===== config.mk =====
export PLATFORM = sky130hd
export DESIGN_NAME = add32_seq
export DESIGN_NICKNAME = d
export VERILOG_FILES = /design/src/rtl/add32_seq_pkg.sv /design/src/rtl/add32_seq_rca.sv /design/src/rtl/add32_seq.sv
export SDC_FILE = /design/constraint.sdc
export NUM_CORES = 1
export LEC_CHECK = 0
export ABC_CLOCK_PERIOD_IN_PS = 8080
export BUFFER_PORTS_ARGS = -buffer_cell sky130_fd_sc_hd__buf_2
export CORE_ASPECT_RATIO = 0.9
export CORE_UTILIZATION = 40
export DETAILED_ROUTE_END_ITERATION = 16
export HOLD_SLACK_MARGIN = 0.05
export PLACE_DENSITY = 0.7
export SLEW_MARGIN = 5
export SYNTH_ARGS = -nofsm -noshare
export SYNTH_HDL_FRONTEND = slang
export SYNTH_HIERARCHICAL = 1
export SYNTH_SLANG_ARGS = --single-unit

===== constraint.sdc =====
create_clock -name clock -period 8.08 [get_ports clock]
set_clock_uncertainty 0.2 [all_clocks]
set_input_delay 0.808 -clock clock [delete_from_list [all_inputs] [get_ports clock]]
set_output_delay 0.808 -clock clock [all_outputs]
set_load 0.05 [all_outputs]

===== src/rtl/add32_seq_pkg.sv =====
// Shared widths and FSM encoding for the two-pass 32-bit add/sub block.
package add32_seq_pkg;

  localparam int HALF_W = 16;
  localparam int FULL_W = 32;

  typedef enum logic [1:0] {
    IDLE = 2'd0,
    LOW  = 2'd1,
    HIGH = 2'd2,
    DONE = 2'd3
  } state_e;

endpackage


===== src/rtl/add32_seq_rca.sv =====
// 16-bit ripple-carry adder built from explicit full-adder cells.
module add32_seq_rca
  import add32_seq_pkg::*;
(
  input  logic [HALF_W-1:0] a_i,
  input  logic [HALF_W-1:0] b_i,
  input  logic              ci_i,
  output logic [HALF_W-1:0] s_o,
  output logic              co_o
);

  logic [HALF_W:0] c_s;

  // Carry ripples LSB to MSB through one full-adder cell per bit.
  always_comb begin
    c_s    = '0;
    s_o    = '0;
    c_s[0] = ci_i;
    for (int i = 0; i < HALF_W; i++) begin
      s_o[i]   = a_i[i] ^ b_i[i] ^ c_s[i];
      c_s[i+1] = (a_i[i] & b_i[i]) | (c_s[i] & (a_i[i] ^ b_i[i]));
    end
  end

  assign co_o = c_s[HALF_W];

endmodule


===== src/rtl/add32_seq.sv =====
// 32-bit add/sub computed in two passes (low half, then high half) through one
// shared 16-bit ripple-carry adder, with a valid/ready handshake on each side.
module add32_seq
  import add32_seq_pkg::*;
(
  input  logic              clock,
  input  logic              reset,
  input  logic              in_valid,
  output logic              in_ready,
  input  logic [FULL_W-1:0] op_a,
  input  logic [FULL_W-1:0] op_b,
  input  logic              sub,
  output logic              out_valid,
  input  logic              out_ready,
  output logic [FULL_W-1:0] result,
  output logic              cout,
  output logic              ovf,
  output logic              busy
);

  state_e              state_q, state_d;
  logic [FULL_W-1:0]   a_q, b_q, result_q;
  logic                cin_q, c16_q, cout_q, ovf_q;
  logic                in_ready_q, out_valid_q, busy_q;
  logic [HALF_W-1:0]   add_a_s, add_b_s, add_sum_s;
  logic                add_ci_s, add_co_s;

  // Next-state logic; requests are only taken in IDLE.
  always_comb begin
    state_d = state_q;
    case (state_q)
      IDLE: begin
        if (in_valid) state_d = LOW;
        else          state_d = IDLE;
      end
      LOW:  state_d = HIGH;
      HIGH: state_d = DONE;
      DONE: begin
        if (out_ready) state_d = IDLE;
        else           state_d = DONE;
      end
      default: state_d = IDLE;
    endcase
  end

  // Adder operand mux: low half in LOW, high half with the stored carry otherwise.
  always_comb begin
    if (state_q == LOW) begin
      add_a_s  = a_q[HALF_W-1:0];
      add_b_s  = b_q[HALF_W-1:0];
      add_ci_s = cin_q;
    end else begin
      add_a_s  = a_q[FULL_W-1:HALF_W];
      add_b_s  = b_q[FULL_W-1:HALF_W];
      add_ci_s = c16_q;
    end
  end

  add32_seq_rca u_rca (
    .a_i  (add_a_s),
    .b_i  (add_b_s),
    .ci_i (add_ci_s),
    .s_o  (add_sum_s),
    .co_o (add_co_s)
  );

  // State, operand capture, per-pass result writes and registered status flags.
  always_ff @(posedge clock) begin
    if (reset) begin
      state_q     <= IDLE;
      a_q         <= '0;
      b_q         <= '0;
      cin_q       <= 1'b0;
      c16_q       <= 1'b0;
      result_q    <= '0;
      cout_q      <= 1'b0;
      ovf_q       <= 1'b0;
      in_ready_q  <= 1'b1;
      out_valid_q <= 1'b0;
      busy_q      <= 1'b0;
    end else begin
      state_q     <= state_d;
      in_ready_q  <= (state_d == IDLE);
      out_valid_q <= (state_d == DONE);
      busy_q      <= (state_d != IDLE);
      case (state_q)
        IDLE: begin
          if (in_valid) begin
            a_q   <= op_a;
            b_q   <= sub ? ~op_b : op_b;
            cin_q <= sub;
          end
        end
        LOW: begin
          result_q[HALF_W-1:0] <= add_sum_s;
          c16_q                <= add_co_s;
        end
        HIGH: begin
          result_q[FULL_W-1:HALF_W] <= add_sum_s;
          cout_q                    <= add_co_s;
          // Same-sign operands producing an opposite-sign result.
          ovf_q <= (a_q[FULL_W-1] == b_q[FULL_W-1]) &
                   (add_sum_s[HALF_W-1] != a_q[FULL_W-1]);
        end
        default: ;
      endcase
    end
  end

  assign in_ready  = in_ready_q;
  assign out_valid = out_valid_q;
  assign busy      = busy_q;
  assign result    = result_q;
  assign cout      = cout_q;
  assign ovf       = ovf_q;

endmodule


# Yosys cells after proc, flatten, opt, wreduce, memory -nomap -nowiden

Cells that the tools add are included.

Flip-flop bits (word level): 105
Input bits: 69
Word-level logic and storage cells: 111

Equal/unequal tests: 6
Muxes and demuxes: 7
Bitwise gates (word level): 82
Reduce and logical (&&, ||, !) cells: 4

Operator list:

| operator                                                              | count |
|---|---|
| 1-bit bitwise AND                                                     | 33 |
| 16-bit two-way mux                                                    | 2 |
| 32-bit two-way mux                                                    | 1 |
| 32-bit NOT                                                            | 1 |
| 1-bit bitwise XOR                                                     | 32 |
| 1-bit OR                                                              | 16 |
| 2-bit one-hot mux with 4 select lines                                 | 1 |
| 2-bit equality test, second input constant                            | 3 |
| 2-bit logical NOT                                                     | 2 |
| 2-bit by 1-bit equality test with 1-bit output, second input constant | 1 |
| 1-bit two-way mux                                                     | 2 |
| 2-bit two-way mux                                                     | 1 |
| 2-bit AND reduction                                                   | 1 |
| 2-bit nonzero test                                                    | 1 |
| 1-bit equality test                                                   | 1 |
| 1-bit != test                                                         | 1 |

# Longest topological paths before layout

Gate-level depths: netlist of run 1.

Depth in word-level cells: 36
Gate-level depth with buffers: 27
Gate-level depth less buffers: 25

# Cells and area by module

Netlist of run 1, hierarchy kept.

Modules (own cells, without submodules):

| module        | instances | cells an instance | area each (um^2) | sequential area each (um^2) |
|---|---|---|---|---|
| add32_seq     | 1         | 565               | 4524.3           | 2102.0 |
| add32_seq_rca | 1         | 26                | 357.8            | 0.0 |

# Worst setup path before layout of run 1

Ideal clock, no wire load.

Path kind: register -> register
Start: register state_q[1]
End: register ovf_q (netlist: ovf)
Setup time: 92 ps
Data arrival time: 7652 ps
Data required time: 7788 ps
Slack: 136 ps
Stages on the path, launching flop included: 28
Period minus slack after synthesis: 7944 ps
Cell sequence: dfxtp_1 nand2b_1 buf_2 buf_2 nand2_1 nand2_1 fa_1 inv_1 fa_1 inv_1 fa_1 fa_1 fa_1 fa_1 fa_1 fa_1 fa_1 fa_1 fa_1 fa_1 fa_1 fa_1 fa_1 inv_1 fa_1 inv_1 or3b_2 a311oi_1

Word-level cells in the longest chain between the ends: 36
Elaborated cells on any way between the ends: 69
Those cells by class: eq/ne: 3; mux: 3; bitwise: 63

Ends and longest elaborated chain:

| what                                               | line                | RTL |
|---|---|---|
| start, declared                                    | add32_seq.sv:21     | `state_e state_q, state_d;` |
| start signal, assigned                             | add32_seq.sv:82     | `state_q <= state_d;` |
| 2-bit by 1-bit equality test with 1-bit output (*) | add32_seq.sv:48     | `if (state_q == LOW) begin` |
| 16-bit two-way mux (*)                             | add32_seq.sv:48     |  |
| named net add_a_s[0]                               | add32_seq.sv:25     | `logic [HALF_W-1:0] add_a_s, add_b_s, add_sum_s;` |
| 1-bit bitwise XOR                                  | add32_seq_rca.sv:21 | `c_s[i+1] = (a_i[i] & b_i[i]) \| (c_s[i] & (a_i[i] ^ b_i[i]));` |
| 1-bit bitwise AND                                  | add32_seq_rca.sv:21 |  |
| 1-bit OR (*)                                       | add32_seq_rca.sv:21 |  |
| 1-bit bitwise AND (*)                              | add32_seq_rca.sv:21 |  |
| 1-bit OR (*)                                       | add32_seq_rca.sv:21 |  |
| [... 22 more ...]                                  | --                  |  |
| 1-bit bitwise AND (*)                              | add32_seq_rca.sv:21 |  |
| 1-bit OR (*)                                       | add32_seq_rca.sv:21 |  |
| 1-bit bitwise AND (*)                              | add32_seq_rca.sv:21 |  |
| 1-bit OR (*)                                       | add32_seq_rca.sv:21 |  |
| 1-bit bitwise XOR (*)                              | add32_seq_rca.sv:20 | `s_o[i] = a_i[i] ^ b_i[i] ^ c_s[i];` |
| named net add_sum_s[15]                            | add32_seq.sv:25     |  |
| 1-bit != test (*)                                  | add32_seq.sv:103    | `(add_sum_s[HALF_W-1] != a_q[FULL_W-1]);` |
| 1-bit bitwise AND (*)                              | add32_seq.sv:102    | `ovf_q <= (a_q[FULL_W-1] == b_q[FULL_W-1]) &` |
| end signal, assigned                               | add32_seq.sv:102    |  |
| end, declared                                      | add32_seq.sv:23     | `logic cin_q, c16_q, cout_q, ovf_q;` |

The timed path passes the listed nets; every way through them passes the cells marked *.
A chain may end at the register's enable or synchronous reset.

# Worst setup path in the final report of run 1

Ends and elaborated chain as after synthesis.

==> qor.yml, run 1 <==
global_route:
  first_global_vias: 3861
  antenna_found_initial: 0
  grt_pass1_wl_mm: 19.3
  grt_overflow: 0
  grt_max_degree: 92
  grt_usage: 0.195
min_path:
  hold_class: "reg2reg"
  hold_path_depth: 2
  hp-start: "result[17]$_SDFFE_PP0N_"
  whs_endpoint: "result[17]$_SDFFE_PP0N_"
final_layout:
  nets: 754
  drive_gt1_frac: 0.264
  fin_area_um2: 5720
  area_delta_synth_final_pct: 17.1
  final_util: 0.490
  n_antenna_cell: 0
drt:
  drtPass1Iterations: 5
  via_count: 4016
  routed_wl_mm: 11.8
  ant_nets: 0
  drc_errors: 0
  avgRoutedWirePerCell_um: 14.2
  dr.first_iter.drc_count: 297
  viasPerCell: 4.84
power_and_ir_drop:
  switching_share: 0.366
  cellLeakagePower_uw: 0.00241
  p_clk_frac: 0.283
  power_frac_seq: 0.415
  netSwitchingPower_uw: 543
  irDropWorstVdd_mv: 0.158
  p_comb_frac: 0.301
  power-per-cell-area_nw_per_um2: 260
  p_int_uw: 941
clocking:
  clk_path_buf_depth: 2
  cts_setup_buffers: 0
  cts_tree: "done"
  cts_buffers: 9
  cts_sinks: 105
  clkTransAtPathRegs_ps: 70
  worstSkewPairLatency_ps: 350
  hold_buffers: 0
  cts_root_buf: "clkbuf_16"
  ctsHtreeMaxLevel: 3
setup_path:
  regToRegEndpoint: "ovf$_SDFFE_PP0N_"
  cp-startpoint: "state_q[1]$_SDFF_PP0_"
  critPathMaxStageDelay_ps: 450
  critPathArrivalTime_ps: 7840
  worstRegToRegCells: 26
  crit_family: "adder cells"
  cp.buffers_inverters: 5
  cp.required_ps: 8140
  critPathSlowestCell: "or3b_2"
  rrSetupSlack_ps: 290
  path_max_fanout: 6
  crit_path_start_kind: "flop"
  end_kind: "flop"
  r2r-start: "state_q[1]$_SDFF_PP0_"
  critPathKind: "reg2reg"
floorplan:
  die_area_um2: 12700
  start_util: 0.418
  chipHeight_um: 107
  core_region_area_um2: 11700
  die_w_um: 118
  ios: 106
  fp-row-count: 37
logic_synthesis:
  synth_simple_gate_area_frac: 0.220
  synth_top_family_by_area: "simple AND/OR/NAND/NOR gates"
  seq_area_frac_synth: 0.431
  yosysUniqueCellTypes: 25
  synth_edf_count: 0
  synthCells: 591
  synth_most_common_cell: "nand2_1"
  yosysTopAreaCellShare: 0.431
  synth-main-ff-cell: "dfxtp_1"
  synth_top_area_cell: "dfxtp_1"
  ys_warn_count: 6
  syn_avg_cell_area_um2: 8.26
  syn-cell-area_um2: 4880
  async_flop_share: 0
  yosys.area_share.xor_xnor: 0.0574
  synth.net_count: 676
  synthAdderAreaFrac: 0.0656
  synthMuxAreaShare: 0
  synthTopCellsByArea: "dfxtp_1 43%, nand2_1 18%, a211oi_2 8.2%, a21oi_1 6.9%, fa_1 6.6%"
  synth_compound_area_frac: 0.158
  synth_common_cells: "233 x nand2_1, 105 x dfxtp_1, 67 x a21oi_1"
  yosys_register_bits: 105
timing:
  rsz0062_at_grt: "false"
  worst_slew_pin_slew_ps: 1200
  finalMaxSlewViolations: 0
  maxSlewHeadroom: 0.203
  hold_viol: 0
  fmax_mhz: 128
  post-route-period-util: 0.964
  setup_viol: 0
  fin_ws_ps: 292
  final.setup.tns_ps: 0
  fin_crit_ps: 7790
job:
  cap_violations: 0
placement:
  gp_congestion: 0.831
  pre_cts_slack_ps: -85.7
  placed_area_um2: 5390
  io_buffers: 105
  hpwl_mm: 8.41
outcome:
  status: "finished clean"
-- how the worst max path moves through the flow --
stage,end,slack [ps],cells after the start
detailed placement,ovf$_SDFFE_PP0N_,-90,25
finish,ovf$_SDFFE_PP0N_,290,26
floorplan,ovf$_SDFFE_PP0N_,140,27
CTS,ovf$_SDFFE_PP0N_,40,25
global route,ovf$_SDFFE_PP0N_,30,26
global placement,ovf$_SDFFE_PP0N_,140,25
-- stage by stage --
stage | hold slack [ps] | cells | power, µW
global route | 273 | 830 | 1570
detailed placement | 247 | 814 | 1070
floorplan | 237 | 591 | 965
finish | 256 | 830 | 1480
CTS | 259 | 830 | 1490
global placement | 242 | 814 | 1060
-- layout make-up --
class / count / area [µm²]
Clock buffer: 9 / 225
Clock inverter: 7 / 62.6
Fill cell: 1153 / 5950
Inverter: 11 / 41.3
Multi-Input combinational cell: 428 / 2490
Sequential cell: 105 / 2100
Tap cell: 156 / 195
Timing Repair Buffer: 114 / 599
-- routing by layer --
| layer | vias up | track usage | part of all wire |
|---|---|---|---|
| met2 | 121 | 0.312 | 0.45 |
| met5 | - | 0 | 0 |
| met3 | 12 | 0.0426 | 0.054 |
| met1 | 1853 | 0.269 | 0.48 |
| met4 | 0 | 0.0479 | 0.015 |
| li1 | 2030 | - | - |
-- power groups by stage --
stage / Combinational, µW / Clock [µW] / Sequential [µW]
floorplan: 275 / 0 / 690
global placement: 430 / 0 / 626
detailed placement: 438 / 0 / 628
CTS: 443 / 428 / 616
global route: 491 / 449 / 625
finish: 447 / 421 / 617
-- layout by cell type, fill, tap and decap left out, drive strengths merged --
| master | synthesis | final |
|---|---|---|
| a211oi | 32 | 32 |
| a21oi | 67 | 67 |
| a311oi | 1 | 1 |
| buf | 35 | 114 |
| clkbuf | 12 | 9 |
| clkinv | 0 | 1 |
| clkinvlp | 0 | 3 |
| dfxtp | 105 | 105 |
| fa | 16 | 16 |
| inv | 11 | 14 |
| nand2 | 233 | 233 |
| nand2b | 2 | 2 |
| nand3b | 2 | 2 |
| nor2 | 34 | 34 |
| nor2b | 2 | 2 |
| nor3b | 1 | 1 |
| o21a | 1 | 1 |
| o21ai | 3 | 3 |
| or3b | 2 | 2 |
| xnor2 | 32 | 32 |
-- worst reg2reg max path: cells and delay by family, from the launching register on --
family	cells	cell delay, ps
adders and majority gates	16	5770
and+or+nand+nor	4	640
buffers and inverters	5	440
DFF	1	350
AOI/OAI and AO/OA	1	290
-- state kept, by name, summed over array words and instances (netlist names) --
name and count:
a_q 32, b_q 32, result 32, state_q 2, busy 1, c16_q 1
cin_q 1, cout 1, in_ready 1, out_valid 1, ovf 1
-- cells by family after synthesis --
logic type | after synthesis
xor gates and xnor gates | 32
and+or+nand+nor | 276
DFF | 105
buffers and inverters | 58
adders and majority gates | 16
AOI/OAI and AO/OA | 104
-- timing repair --
action / in CTS / in global routing
pin swaps: 1 / 0
gates resized for setup: 4 / 8
setup endpoints to repair: 1 / 1
Note: power is estimated with default switching activity, not from simulation.
==> run 2: changes to the inputs <==
--- a/config.mk
+++ b/config.mk
@@ -7,11 +7,14 @@
 export LEC_CHECK = 0
 export ABC_CLOCK_PERIOD_IN_PS = 8080
 export BUFFER_PORTS_ARGS = -buffer_cell sky130_fd_sc_hd__buf_2
+export CELL_PAD_IN_SITES_DETAIL_PLACEMENT = 1
+export CELL_PAD_IN_SITES_GLOBAL_PLACEMENT = 2
 export CORE_ASPECT_RATIO = 0.9
-export CORE_UTILIZATION = 40
+export CORE_UTILIZATION = 28
 export DETAILED_ROUTE_END_ITERATION = 16
+export GPL_ROUTABILITY_DRIVEN = 0
 export HOLD_SLACK_MARGIN = 0.05
-export PLACE_DENSITY = 0.7
+export PLACE_DENSITY = 0.81
 export SLEW_MARGIN = 5
 export SYNTH_ARGS = -nofsm -noshare
 export SYNTH_HDL_FRONTEND = slang
==> run 2 against run 1 <==
  * First-iteration DRC count down 47%
  * Maximum frequency down 0.30%
  * Flip-flop and latch count unchanged
  * Highest routed layer unchanged
==> qor.yml, run 2 (same netlist as run 1, synthesis figures left out) <==
placement:
  post-place-cells: 896  # was 814
  io_buffers: 105  # unchanged
  placed_area_um2: 5520  # was 5390 µm²
  hpwl_mm: 10.3  # was 8.41 mm
global_route:
  grt_pass1_wl_mm: 22.1  # was 19.3 mm
  grt_overflow: 0  # unchanged
  antenna_found_initial: 0  # unchanged
  grt_max_degree: 71  # was 92
  first_global_vias: 4203  # was 3861
  grt_usage: 0.161  # was 0.195
timing:
  final.setup.tns_ps: 0  # unchanged
  hold_viol: 0  # unchanged
  fmax_mhz: 128  # about the same
  setup_viol: 0  # unchanged
  post-route-period-util: 0.967  # was 0.964
  finalMaxSlewViolations: 0  # unchanged
  maxSlewHeadroom: 0.210  # was 0.203
  fin_crit_ps: 7810  # was 7790 ps
  rsz0062_at_grt: "false"  # unchanged
  worst_slew_pin_slew_ps: 1180  # was 1200 ps
outcome:
  status: "finished clean"  # unchanged
setup_path:
  critPathKind: "reg2reg"  # unchanged
  cp.buffers_inverters: 4  # was 5
  critPathSlowestCell: "or3b_2"  # unchanged
  crit_path_frequent_cell: "fa_1"
  critPathMaxStageDelay_ps: 460  # was 450 ps
  rrSetupSlack_ps: 270  # was 290 ps
  r2r-start: "state_q[1]$_SDFF_PP0_"  # unchanged
  path_max_fanout: 6  # unchanged
  regToRegEndpoint: "ovf$_SDFFE_PP0N_"  # unchanged
  critPathArrivalTime_ps: 7870  # was 7840 ps
  crit_family: "adder cells"  # unchanged
  cp.required_ps: 8140  # about the same
  end_kind: "flop"  # unchanged
  crit_path_start_kind: "flop"  # unchanged
  worstRegToRegCells: 25  # was 26
final_layout:
  drive_gt1_frac: 0.262  # was 0.264
  final_common_cell: "nand2_1"  # unchanged
  n_antenna_cell: 0  # unchanged
  final_cell_mix: "233 x nand2_1, 105 x dfxtp_1, 104 x buf_2, 67 x a21oi_1, 34 x nor2_1"  # unchanged
  nFillCells: 2065  # was 1153
  fin_cells: 910  # was 830
  fin_area_um2: 5860  # was 5720 µm²
  area_delta_synth_final_pct: 20.1  # was 17.1%
  final_util: 0.346  # was 0.490
  nets: 757  # was 754
clocking:
  cts_buffers: 9  # unchanged
  clkTransAtPathRegs_ps: 70  # about the same
  ctsHtreeMaxLevel: 3  # unchanged
  clk_path_buf_depth: 2  # unchanged
  cts_tree: "done"  # unchanged
  worstSkewPairLatency_ps: 350  # about the same
  cts_root_buf: "clkbuf_16"  # unchanged
  cts_sinks: 105  # unchanged
min_path:
  hp-start: "result[19]$_SDFFE_PP0N_"  # was result[17]$_SDFFE_PP0N_
  hold_path_depth: 2  # unchanged
  hold_class: "reg2reg"  # unchanged
  whs_endpoint: "result[19]$_SDFFE_PP0N_"  # was result[17]$_SDFFE_PP0N_
power_and_ir_drop:
  cellLeakagePower_uw: 0.00245  # was 0.00241 µW
  irDropWorstVdd_mv: 0.105  # was 0.158 mV
  power-per-cell-area_nw_per_um2: 266  # was 260 nW/µm²
  p_total_uw: 1560  # was 1480 µW
drt:
  drc_errors: 0  # unchanged
  drtPass1Iterations: 4  # was 5
  ant_nets: 0  # unchanged
  dr.first_iter.drc_count: 158  # was 297
  via_count: 4070  # was 4016
  avgRoutedWirePerCell_um: 15.1  # was 14.2 µm
  routed_wl_mm: 13.7  # was 11.8 mm
  viasPerCell: 4.47  # was 4.84
floorplan:
  core_region_area_um2: 16900  # was 11700 µm²
  start_util: 0.288  # was 0.418
  die_w_um: 141  # was 118 µm
  ios: 106  # unchanged
  chipHeight_um: 127  # was 107 µm
  fp-row-count: 45  # was 37
  die_area_um2: 18000  # was 12700 µm²
job:
  cap_violations: 0  # unchanged
## run 2: cell types whose count changed in the layout (fill, tap and decap cells not counted), sizes merged
| cell | change |
|---|---|
| buf | +3 |
| bufinv | +2 |
| clkinvlp | -3 |
| inv | -3 |
| clkbuf | +2 |
## run 2: what timing repair did
item,in CTS,in global routing
gates resized for setup,4,6
hold buffers,0,0
buffers inserted,0,0
setup endpoints to repair,1,1
## run 2: worst reg2reg max path, cell delays in order (launching register included)
cell	delay (ps)
dfxtp_1	350
nand2b_4	190
nand2_1	80
nand2_1	80
fa_1	410
inv_1	80
fa_1	170
inv_1	50
fa_1	380
fa_2	360
fa_2	340
fa_1	400
fa_2	370
fa_1	390
fa_2	370
fa_2	370
fa_2	360
fa_1	380
fa_1	380
fa_1	400
fa_2	350
inv_2	80
fa_1	420
inv_1	80
or3b_2	460
a311oi_2	240
## run 2: worst max path at each step
stage	start	endpoint	slack, ps	cells past startpoint
after CTS	state_q[1]$_SDFF_PP0_	ovf$_SDFFE_PP0N_	50	25
after global placement	state_q[1]$_SDFF_PP0_	ovf$_SDFFE_PP0N_	110	25
after floorplan	state_q[1]$_SDFF_PP0_	ovf$_SDFFE_PP0N_	140	27
after detailed placement	state_q[1]$_SDFF_PP0_	ovf$_SDFFE_PP0N_	-140	25
final	state_q[1]$_SDFF_PP0_	ovf$_SDFFE_PP0N_	270	25
after global routing	state_q[1]$_SDFF_PP0_	ovf$_SDFFE_PP0N_	40	25
## run 2: final cells by class
cell class,instances,area (µm²),area share
well taps,235,294,0.0502
multi-input cells,428,2490,0.425
flip-flops and latches,105,2100,0.359
clock buffers,11,253,0.0431
repair buffers,117,618,0.105
clock inverters,3,65.1,0.0111
inverters,11,41.3,0.00704
## run 2: metal layers
metal / vias up / global-route usage / share of wire
met3: 9 / 0.0349 / 0.037
li1: 2034 / - / -
met5: - / 0 / 0
met1: 1947 / 0.211 / 0.48
met2: 80 / 0.268 / 0.47
met4: 0 / 0.0454 / 0.011
## run 2: metrics by stage
step,worst slack [ps],hold slack (ps)
after floorplan,136,237
after global placement,109,246
after detailed placement,-136,245
after CTS,52.1,255
after global routing,39.1,267
final,269,253
## run 2: report_power, final
part	switching (µW)	internal [µW]	leakage, µW	total (µW)
clock	188	285	0.000157	473
combinational	313	152	0.00143	465
sequential	37.6	582	0.000861	619
total	539	1020	0.00245	1560
==> run 3: changes to the inputs <==
--- a/config.mk
+++ b/config.mk
@@ -5,16 +5,15 @@
 export SDC_FILE = /design/constraint.sdc
 export NUM_CORES = 1
 export LEC_CHECK = 0
-export ABC_CLOCK_PERIOD_IN_PS = 8080
 export BUFFER_PORTS_ARGS = -buffer_cell sky130_fd_sc_hd__buf_2
 export CELL_PAD_IN_SITES_DETAIL_PLACEMENT = 1
 export CELL_PAD_IN_SITES_GLOBAL_PLACEMENT = 2
 export CORE_ASPECT_RATIO = 0.9
-export CORE_UTILIZATION = 28
+export CORE_UTILIZATION = 32
 export DETAILED_ROUTE_END_ITERATION = 16
 export GPL_ROUTABILITY_DRIVEN = 0
 export HOLD_SLACK_MARGIN = 0.05
-export PLACE_DENSITY = 0.81
+export PLACE_DENSITY = 0.86
 export SLEW_MARGIN = 5
 export SYNTH_ARGS = -nofsm -noshare
 export SYNTH_HDL_FRONTEND = slang
==> constraint.sdc (replaced) <==
create_clock -name clock -period 8.87 [get_ports clock]
set_clock_uncertainty 0.2 [all_clocks]
set_input_delay 0.887 -clock clock [delete_from_list [all_inputs] [get_ports clock]]
set_output_delay 0.887 -clock clock [all_outputs]
set_load 0.05 [all_outputs]
==> run 3 against run 2 <==
  * Clock power fell by 0.8%
  * Maximum frequency is 6.8% lower
  * Design area decreased by 1.3%
  * Utilization up 4.4 points
==> qor.yml, run 3 (same netlist as run 1, synthesis figures left out) <==
timing:
  worst_slew_pin_slew_ps: 1180  # about the same
  finalMaxSlewViolations: 0  # unchanged
  setup_viol: 0  # unchanged
  hold_viol: 0  # unchanged
  rsz0062_at_grt: "false"  # unchanged
  maxSlewHeadroom: 0.211  # was 0.210
  fin_crit_ps: 8380  # was 7810 ps
  fmax_mhz: 119  # was 128 MHz
  final.setup.tns_ps: 0  # unchanged
  post-route-period-util: 0.945  # was 0.967
floorplan:
  ios: 106  # unchanged
  chipHeight_um: 119  # was 127 µm
  die_w_um: 132  # was 141 µm
  core_region_area_um2: 14800  # was 16900 µm²
  die_area_um2: 15800  # was 18000 µm²
  fp-row-count: 42  # was 45
  start_util: 0.329  # was 0.288
power_and_ir_drop:
  power-per-cell-area_nw_per_um2: 249  # was 266 nW/µm²
  irDropWorstVdd_mv: 0.107  # was 0.105 mV
  cellLeakagePower_uw: 0.00245  # about the same
  p_comb_frac: 0.281  # was 0.299
  netSwitchingPower_uw: 502  # was 539 µW
  p_clk_frac: 0.326  # was 0.304
  p_int_uw: 936  # was 1020 µW
  power_frac_seq: 0.394  # was 0.398
  switching_share: 0.349  # was 0.346
setup_path:
  critPathSlowestCell: "or3b_2"  # unchanged
  critPathMaxStageDelay_ps: 460  # about the same
  end_kind: "flop"  # unchanged
  crit_path_frequent_cell: "fa_1"  # unchanged
  path_max_fanout: 13  # was 6
  critPathKind: "reg2reg"  # unchanged
  cp.required_ps: 8940  # was 8140 ps
  crit_path_start_kind: "flop"  # unchanged
  critPathArrivalTime_ps: 8450  # was 7870 ps
clocking:
  clkTransAtPathRegs_ps: 70  # about the same
  cts_setup_buffers: 0  # unchanged
  ctsHtreeMaxLevel: 3  # unchanged
  cts_buffers: 9  # unchanged
  cts_sinks: 105  # unchanged
  clk_path_buf_depth: 2  # unchanged
  worstSkewPairLatency_ps: 360  # was 350 ps
  cts_root_buf: "clkbuf_16"  # unchanged
  hold_buffers: 0  # unchanged
  cts.repair.resized: 0  # was 4
  cts_tree: "done"  # unchanged
global_route:
  first_global_vias: 4206  # was 4203
  grt_pass1_wl_mm: 21.8  # was 22.1 mm
  grt_overflow: 0  # unchanged
  antenna_found_initial: 0  # unchanged
  grt_max_degree: 99  # was 71
  grt_usage: 0.181  # was 0.161
drt:
  viasPerCell: 4.62  # was 4.47
  avgRoutedWirePerCell_um: 15.4  # was 15.1 µm
  via_count: 4017  # was 4070
  ant_nets: 0  # unchanged
  dr.first_iter.drc_count: 196  # was 158
  drc_errors: 0  # unchanged
  drtPass1Iterations: 4  # unchanged
  routed_wl_mm: 13.4  # was 13.7 mm
final_layout:
  nFillCells: 1815  # was 2065
  final_cell_mix: "233 x nand2_1, 105 x dfxtp_1, 104 x buf_2, 67 x a21oi_1, 34 x nor2_1"  # unchanged
  n_antenna_cell: 0  # unchanged
  final_common_cell: "nand2_1"  # unchanged
  area_delta_synth_final_pct: 18.5  # was 20.1%
  final_util: 0.390  # was 0.346
  nets: 752  # was 757
  drive_gt1_frac: 0.246  # was 0.262
outcome:
  status: "finished clean"  # unchanged
placement:
  hpwl_mm: 9.83  # was 10.3 mm
  io_buffers: 105  # unchanged
min_path:
  hold_class: "reg2reg"  # unchanged
job:
  cap_violations: 0  # unchanged
run 3: through the flow:
stage          hold WS, ps  area, µm²  total power, µW  cells  setup WS [ps]
6_report               254       5780             1440    870            486
3_5_place_dp           247       5430              983    854            496
4_1_cts                257       5780             1460    870            495
5_1_grt                281       5780             1520    870            199
2_1_floorplan          237       4880              879    591            926
3_3_place_gp           242       5430              972    854            688
run 3: critical path: cells and delay by family (launching register included):
kind | cells | cell delay [ps]
adders and majority gates | 16 | 6080
buffers and inverters | 4 | 320
AOI/OAI and AO/OA | 1 | 250
DFF | 1 | 400
and+or+nand+nor | 4 | 1010
run 3: metal layers:
metal / vias up / routed length, µm / track usage
li1: 2027 / - / -
met1: 1892 / 6400 / 0.237
met2: 85 / 6210 / 0.295
met3: 13 / 589 / 0.0396
met4: 0 / 197 / 0.0647
met5: - / 0 / 0
run 3: final timing paths:
kind,from,to,slack (ps),cells after the start
max,state_q[1]$_SDFF_PP0_,ovf$_SDFFE_PP0N_,490,25
min,result[18]$_SDFFE_PP0N_,result[18]$_SDFFE_PP0N_,250,2
max reg2reg,state_q[1]$_SDFF_PP0_,ovf$_SDFFE_PP0N_,490,25
min reg2reg,result[18]$_SDFFE_PP0N_,result[18]$_SDFFE_PP0N_,250,2
run 3: power groups by stage:
stage                     Clock (µW)  Sequential [µW]  Combinational, µW
after floorplan                    0              629                250
after global placement             0              576                396
after detailed placement           0              578                405
after CTS                        481              567                408
after global routing             499              573                445
final                            469              566                404
run 3: area by class of cell:
class,instances,area (µm²),area share
Clock buffer,9,225,0.0389
Clock inverter,7,126,0.0219
Inverter,11,41.3,0.00714
Multi-Input combinational cell,428,2460,0.425
Sequential cell,105,2100,0.363
Tap cell,198,248,0.0428
Timing Repair Buffer,112,581,0.100
